## config.mk

```make
export PLATFORM = sky130hd
export DESIGN_NAME = regfile_mp_sb
export DESIGN_NICKNAME = d
export VERILOG_FILES = /design/src/rtl/regfile_pkg.sv /design/src/rtl/regfile_scoreboard.sv /design/src/rtl/regfile_mp_sb.sv
export SDC_FILE = /design/constraint.sdc
export NUM_CORES = 2
export LEC_CHECK = 0
export ABC_AREA = 1
export CORE_MARGIN = 5
export CORE_UTILIZATION = 25
export DETAILED_ROUTE_END_ITERATION = 6
export SLEW_MARGIN = 5
export SYNTH_ARGS = -nofsm -noshare
export SYNTH_HDL_FRONTEND = slang
export SYNTH_SLANG_ARGS = --single-unit
```

## constraint.sdc

```tcl
create_clock -name clk -period 6.23 [get_ports clk]
set_clock_uncertainty 0.05 [all_clocks]
set_input_delay 0.9345 -clock clk [delete_from_list [all_inputs] [get_ports clk]]
set_output_delay 0.9345 -clock clk [all_outputs]
set_load 0.05 [all_outputs]
```

## src/rtl/regfile_pkg.sv

```systemverilog
// regfile_pkg: shared defaults and helpers for the multi-port register file
package regfile_pkg;
  localparam int DATA_W_DEF   = 32;
  localparam int NUM_REGS_DEF = 32;
  localparam int REG_ZERO     = 0;
  function automatic int addr_w(input int n);
    return $clog2(n);
  endfunction
endpackage

```

## src/rtl/regfile_scoreboard.sv

```systemverilog
// regfile_scoreboard: per-register pending bits, busy lookup and pending popcount
module regfile_scoreboard import regfile_pkg::*; #(
  parameter int NUM_REGS = NUM_REGS_DEF,
  parameter int NUM_RD   = 2,
  parameter int ADDR_W   = addr_w(NUM_REGS)
) (
  input  logic                     clk,
  input  logic                     rst,
  input  logic                     claim_en,
  input  logic [ADDR_W-1:0]        claim_addr,
  input  logic                     wr_en,
  input  logic [ADDR_W-1:0]        wr_addr,
  input  logic [NUM_RD*ADDR_W-1:0] rd_addr,
  output logic [NUM_RD-1:0]        rd_busy,
  output logic [ADDR_W:0]          pend_cnt
);
  logic [NUM_REGS-1:0] pend_q, pend_d;
  logic [ADDR_W:0]     pend_cnt_q, pend_cnt_d;
  // claim beats writeback on the same register; register zero is never pending
  always_comb begin
    pend_d = pend_q;
    pend_cnt_d = '0;
    for (int r = 1; r < NUM_REGS; r++) begin
      pend_d[r] = (claim_en && claim_addr == ADDR_W'(r)) ? 1'b1 :
                  (wr_en && wr_addr == ADDR_W'(r)) ? 1'b0 : pend_q[r];
      pend_cnt_d = pend_cnt_d + (ADDR_W+1)'(pend_d[r]);
    end
    pend_d[REG_ZERO] = 1'b0;
  end
  // pending bits and their count advance together so the count matches post-update state
  always_ff @(posedge clk) begin
    pend_q     <= rst ? '0 : pend_d;
    pend_cnt_q <= rst ? '0 : pend_cnt_d;
  end
  assign pend_cnt = pend_cnt_q;
  for (genvar p = 0; p < NUM_RD; p++) begin : g_busy
    logic [ADDR_W-1:0] ra;
    assign ra = rd_addr[p*ADDR_W +: ADDR_W];
    assign rd_busy[p] = pend_q[ra] && !(wr_en && wr_addr == ra);
  end
endmodule

```

## src/rtl/regfile_mp_sb.sv

```systemverilog
// regfile_mp_sb: multi-read-port register file with write bypass, zero register and pending scoreboard
module regfile_mp_sb import regfile_pkg::*; #(
  parameter  int DATA_W     = DATA_W_DEF,
  parameter  int NUM_REGS   = NUM_REGS_DEF,
  parameter  int NUM_RD     = 2,
  parameter  int INIT_INDEX = 1,
  localparam int ADDR_W     = addr_w(NUM_REGS)
) (
  input  logic                     clk,
  input  logic                     rst,
  input  logic [NUM_RD*ADDR_W-1:0] rd_addr,
  output logic [NUM_RD*DATA_W-1:0] rd_data,
  output logic [NUM_RD-1:0]        rd_busy,
  input  logic                     wr_en,
  input  logic [ADDR_W-1:0]        wr_addr,
  input  logic [DATA_W-1:0]        wr_data,
  input  logic                     claim_en,
  input  logic [ADDR_W-1:0]        claim_addr,
  output logic [ADDR_W:0]          pend_cnt
);
  logic [DATA_W-1:0] regs_q [NUM_REGS];
  logic [DATA_W-1:0] regs_d [NUM_REGS];
  logic              wr_ok;
  assign wr_ok = wr_en && wr_addr != ADDR_W'(REG_ZERO);
  // writeback port; writes to register zero are dropped
  always_comb begin
    regs_d = regs_q;
    if (wr_ok) regs_d[wr_addr] = wr_data;
  end
  // storage with reset image of either the register index or zero
  always_ff @(posedge clk) begin
    for (int i = 0; i < NUM_REGS; i++)
      regs_q[i] <= rst ? (INIT_INDEX != 0 ? DATA_W'(i) : '0) : regs_d[i];
  end
  for (genvar p = 0; p < NUM_RD; p++) begin : g_rd
    logic [ADDR_W-1:0] ra;
    assign ra = rd_addr[p*ADDR_W +: ADDR_W];
    assign rd_data[p*DATA_W +: DATA_W] = (ra == ADDR_W'(REG_ZERO)) ? '0 :
                                         (wr_en && wr_addr == ra) ? wr_data : regs_q[ra];
  end
  regfile_scoreboard #(.NUM_REGS(NUM_REGS), .NUM_RD(NUM_RD), .ADDR_W(ADDR_W)) u_sb (
    .clk(clk),
    .rst(rst),
    .claim_en(claim_en),
    .claim_addr(claim_addr),
    .wr_en(wr_en),
    .wr_addr(wr_addr),
    .rd_addr(rd_addr),
    .rd_busy(rd_busy),
    .pend_cnt(pend_cnt)
  );
endmodule
```

==> flow_results.org <==
** CTS
- H-tree depth :: 3
- Clock tree synthesis selected as its root buffer the cell clkbuf_16.
- Clock latency on the worst-skew pair :: 0.76 ns
- The clock drives 1,061 sinks.
- Number of clock buffers inserted by TritonCTS :: 111
- The clock passes through at most 3 buffers.
- TritonCTS built the clock tree.
- Clock-pin slew was measured on the worst setup and hold paths at 0.06 ns.

** Place
- Final estimated routing congestion in global placement :: 0.850
- The wire-length estimate of the detail-placed layout is 135 mm.
- Number of buffers inserted by port buffering :: 127
- Summing all placed instances gives a cell area of 62,200 um2.
- Once placement completed, the tool counted placed cells totaling 11,697.

** Route
- Vias post-DR :: 61,469
- Using the TritonRoute via totals, the vias-per-cell ratio works out to 5.17.
- Final wirelength :: 251 mm
- The detail route stage leaves a number of antenna-violating nets equal to 0.
- For this block, the initial DRC count from the detailed router was 7,569.
- Mean routed wirelength per cell :: 21.1 um
- Detailed-router iteration count before antenna repair :: 7
- After detailed routing, the number of remaining DRC violations is 0.

** Synth
- Count of warnings emitted by yosys :: 0
- Cell count after synthesis :: 9,162
- Post-synthesis net count :: 9,250
- Fraction of the yosys area taken by sequential cells :: 36.4%
- Average cell area after synthesis :: 6.36 um2
- dfxtp_1 takes more of the synthesized area than any other cell.
- Largest cells by area after synthesis :: dfxtp_1 36%, nand2_1 12%, a21oi_1 10%
- In this run the cell area of the synthesized design comes to 58,300 um2.
- Unique cell type count in the Yosys netlist :: 35
- After synthesis, the largest area contributor takes up 36.4% of total cell area.
- After synthesis the netlist holds a flip-flop and latch count of 1,061.

** STA
- Fin. Hold Viols :: 0
- Setup repair after global routing left no endpoint under its margin.
- The worst path uses 95.6% of the clock period.
- The max-slew violation total from the final report is 0.
- Static timing analysis puts the maximum clock frequency at 168 MHz.
- Counting I/O delays and the setup requirement, the final critical path takes 5.95 ns.
- Total negative slack :: 0 ns
- Final setup vio count :: 0
- At the pin with the least slew margin, the transition time is 1.25 ns.
- Max-slew headroom at the worst pin :: 16.3%

** Critical path
- Data arrives at the worst endpoint at 6.55 ns.
- Setup crit start :: wr_addr[0]
- Startpoint class of the critical path :: input pin
- Along the worst path, the maximum fanout reaches 7.
- The worst setup path is captured at a flip-flop.
- Reg-to-reg startpoint :: u_sb.pend_q[1]
- The critical path in this run is classified as in2reg.
- Data required, critical path :: 6.82 ns

** Power
- Power per cell area :: 246 nW/um2
- Sequential cells burn 42.6% of the power.
- The completed layout was analyzed and its total power is 0.0162 W.
- Combinational logic burns 15.2% of the power.
- The analysis attributes to cell leakage a power of 26.6 nW.
- Summed over all nets, the switching power comes to 0.00483 W.
- Net switching is 29.7% of the power.
- Internal power :: 0.0114 W
- Relative contribution of the clock network to total power :: 42.2%
- Maximum VDD drop :: 0.218 mV

** Floorplan
- Horizontal die dimension :: 493 um
- The initialized floorplan defines 177 standard-cell rows.
- Die Outline Area :: 243,000 um2
- 128 I/O pins were placed.
- The die is 493 um tall.
- The initial utilization of the core area, before any placement, comes to 25.1%.
- Floorplan core area :: 232,000 um2

** GRT
- The number of antenna violations at the first check in global routing is 8.
- First-pass GRT wire length :: 367 mm
- Maximum number of pins on one net before global-route repair :: 179
- GRT Overall Usage :: 19.6%
- Overflow left after global routing :: 0
- The number of global-route vias before repair is 55,325.

** Job
- Maximum capacitance violations :: 0

** Finish
- Fraction of final layout cells with drive strength greater than 1 :: 6.07%
- Excluding fillers, the count of instances in the completed layout stands at 11,894.
- The layout has 25,534 filler cells.
- Compared with the post-synthesis result, the final layout area differs by 13.1%.
- Net count of the finished layout :: 8,855
- Once layout is done, the placed cells without fillers occupy 65,900 um2.

** Min path
- Worst min-delay path startpoint :: regs_q[1018]
- Worst Hold Class :: reg2reg

** Status
- Outcome :: finished clean
critical path, cell delays in order:
cell and delay [ns]:
clkdlybuf4s50_1 0.50, inv_2 0.07, nor3_2 0.25, inv_4 0.14, buf_4 0.18, nor2_4 0.09
o21ai_0 0.09, inv_1 0.10, fa_1 0.45, fa_1 0.59, fa_1 0.45, fa_1 0.51
fa_1 0.52, inv_1 0.05, fa_1 0.48, ha_1 0.17, inv_1 0.07, fa_1 0.44
o21ai_1 0.14, a21oi_1 0.09, o21ai_0 0.16, a21oi_1 0.06
power by group through the flow:
stage	Combinational (W)	Sequential, W	Clock, W
after floorplan	0.00147	0.00707	0
after global placement	0.00242	0.00707	0
after detailed placement	0.00242	0.00707	0
after CTS	0.00243	0.00692	0.00694
after global routing	0.00262	0.00693	0.00720
final	0.00247	0.00692	0.00685
cells in the final DEF (no fill, tap or decap), drive strengths merged, types with 3 or more instances in the layout:
master	count
a21oi	1199
a22oi	18
buf	268
bufinv	6
clkbuf	165
clkdlybuf4s50	71
clkinv	21
dfxtp	1061
dlymetal6s2s	5
fa	23
ha	9
inv	860
nand2	1931
nand3	886
nand4	4
nor2	765
nor3	13
o211ai	350
o21a	6
o21ai	1168
o22ai	3
or2	10
cell type report:
type                            count  area, um2  share of cell area (%)
Multi-Input combinational cell   6390      30400                    46.1
Sequential cell                  1061      21200                    32.2
Tap cell                         3043       3810                    5.78
Timing Repair Buffer              344       3560                    5.40
Inverter                          859       3270                    4.96
Clock buffer                      165       3260                    4.95
Clock inverter                     30        365                   0.554
Antenna cell                        2       5.00                 0.00759
layer usage:
layer | share of wire (%) | vias to the layer above | wire length (um) | GRT usage (%)
met5 | 0.025 | - | 64 | 0
met4 | 6.3 | 10 | 15800 | 11.1
met3 | 9.0 | 702 | 22500 | 3.24
met2 | 45 | 3069 | 113000 | 32.1
met1 | 40 | 28311 | 100000 | 24.5
li1 | - | 29377 | - | -
cell usage after synthesis (all sizes together):
| master | n |
|---|---|
| nor2 | 765 |
| a22oi | 18 |
| nand3 | 886 |
| inv | 855 |
| clkinv | 4 |
| o21ai | 1168 |
| buf | 391 |
| nand2 | 1931 |
| or2 | 10 |
| o22ai | 3 |
| ha | 9 |
| o211ai | 350 |
| xor2 | 2 |
| a22o | 1 |
| nand4 | 4 |
| fa | 23 |
| dfxtp | 1061 |
| o22a | 1 |
| a21oi | 1199 |
| nor3 | 13 |
| o21a | 6 |
| clkbuf | 461 |
| a32oi | 1 |
sequential cells by signal (all words and copies together), names as in the netlist:
signal,count
u_sb.pend_q,31
u_sb.pend_cnt,6
regs_q,1024
worst paths after layout:
kind | cells past startpoint | slack, ns | to
worst max-delay path | 22 | 0.28 | u_sb.pend_cnt[4]
worst min-delay path | 2 | 0.39 | regs_q[1018]
worst max register to register | 18 | 1.04 | u_sb.pend_cnt[4]
worst min register to register | 2 | 0.39 | regs_q[1018]
cell families after synthesis:
family | after synthesis | synth area share, %
fa+ha+maj | 32 | 0.983
simple gates | 3609 | 25.4
compound gates | 2747 | 25.2
xor+xnor | 2 | 0.0301
buf+inv | 1711 | 11.9
flops | 1061 | 36.4
repair_timing:
| item | 4_1_cts | 5_1_grt |
|---|---|---|
| resized for setup | 0 | 19 |
| setup buffers | 0 | 0 |
| hold buffers | 0 | 0 |
| endpoints found under the setup margin | 0 | 3 |
stage by stage:
step           setup WS [ns]  hold slack, ns  util [%]
5_1_grt               0.0278           0.417      28.4
4_1_cts                0.117           0.393      28.3
6_report               0.276           0.392      28.4
2_1_floorplan         0.0330           0.367         -
3_5_place_dp          -0.663           0.383      26.8
3_3_place_gp          -0.709           0.380      26.8
Note: power is estimated with default switching activity, not from simulation.
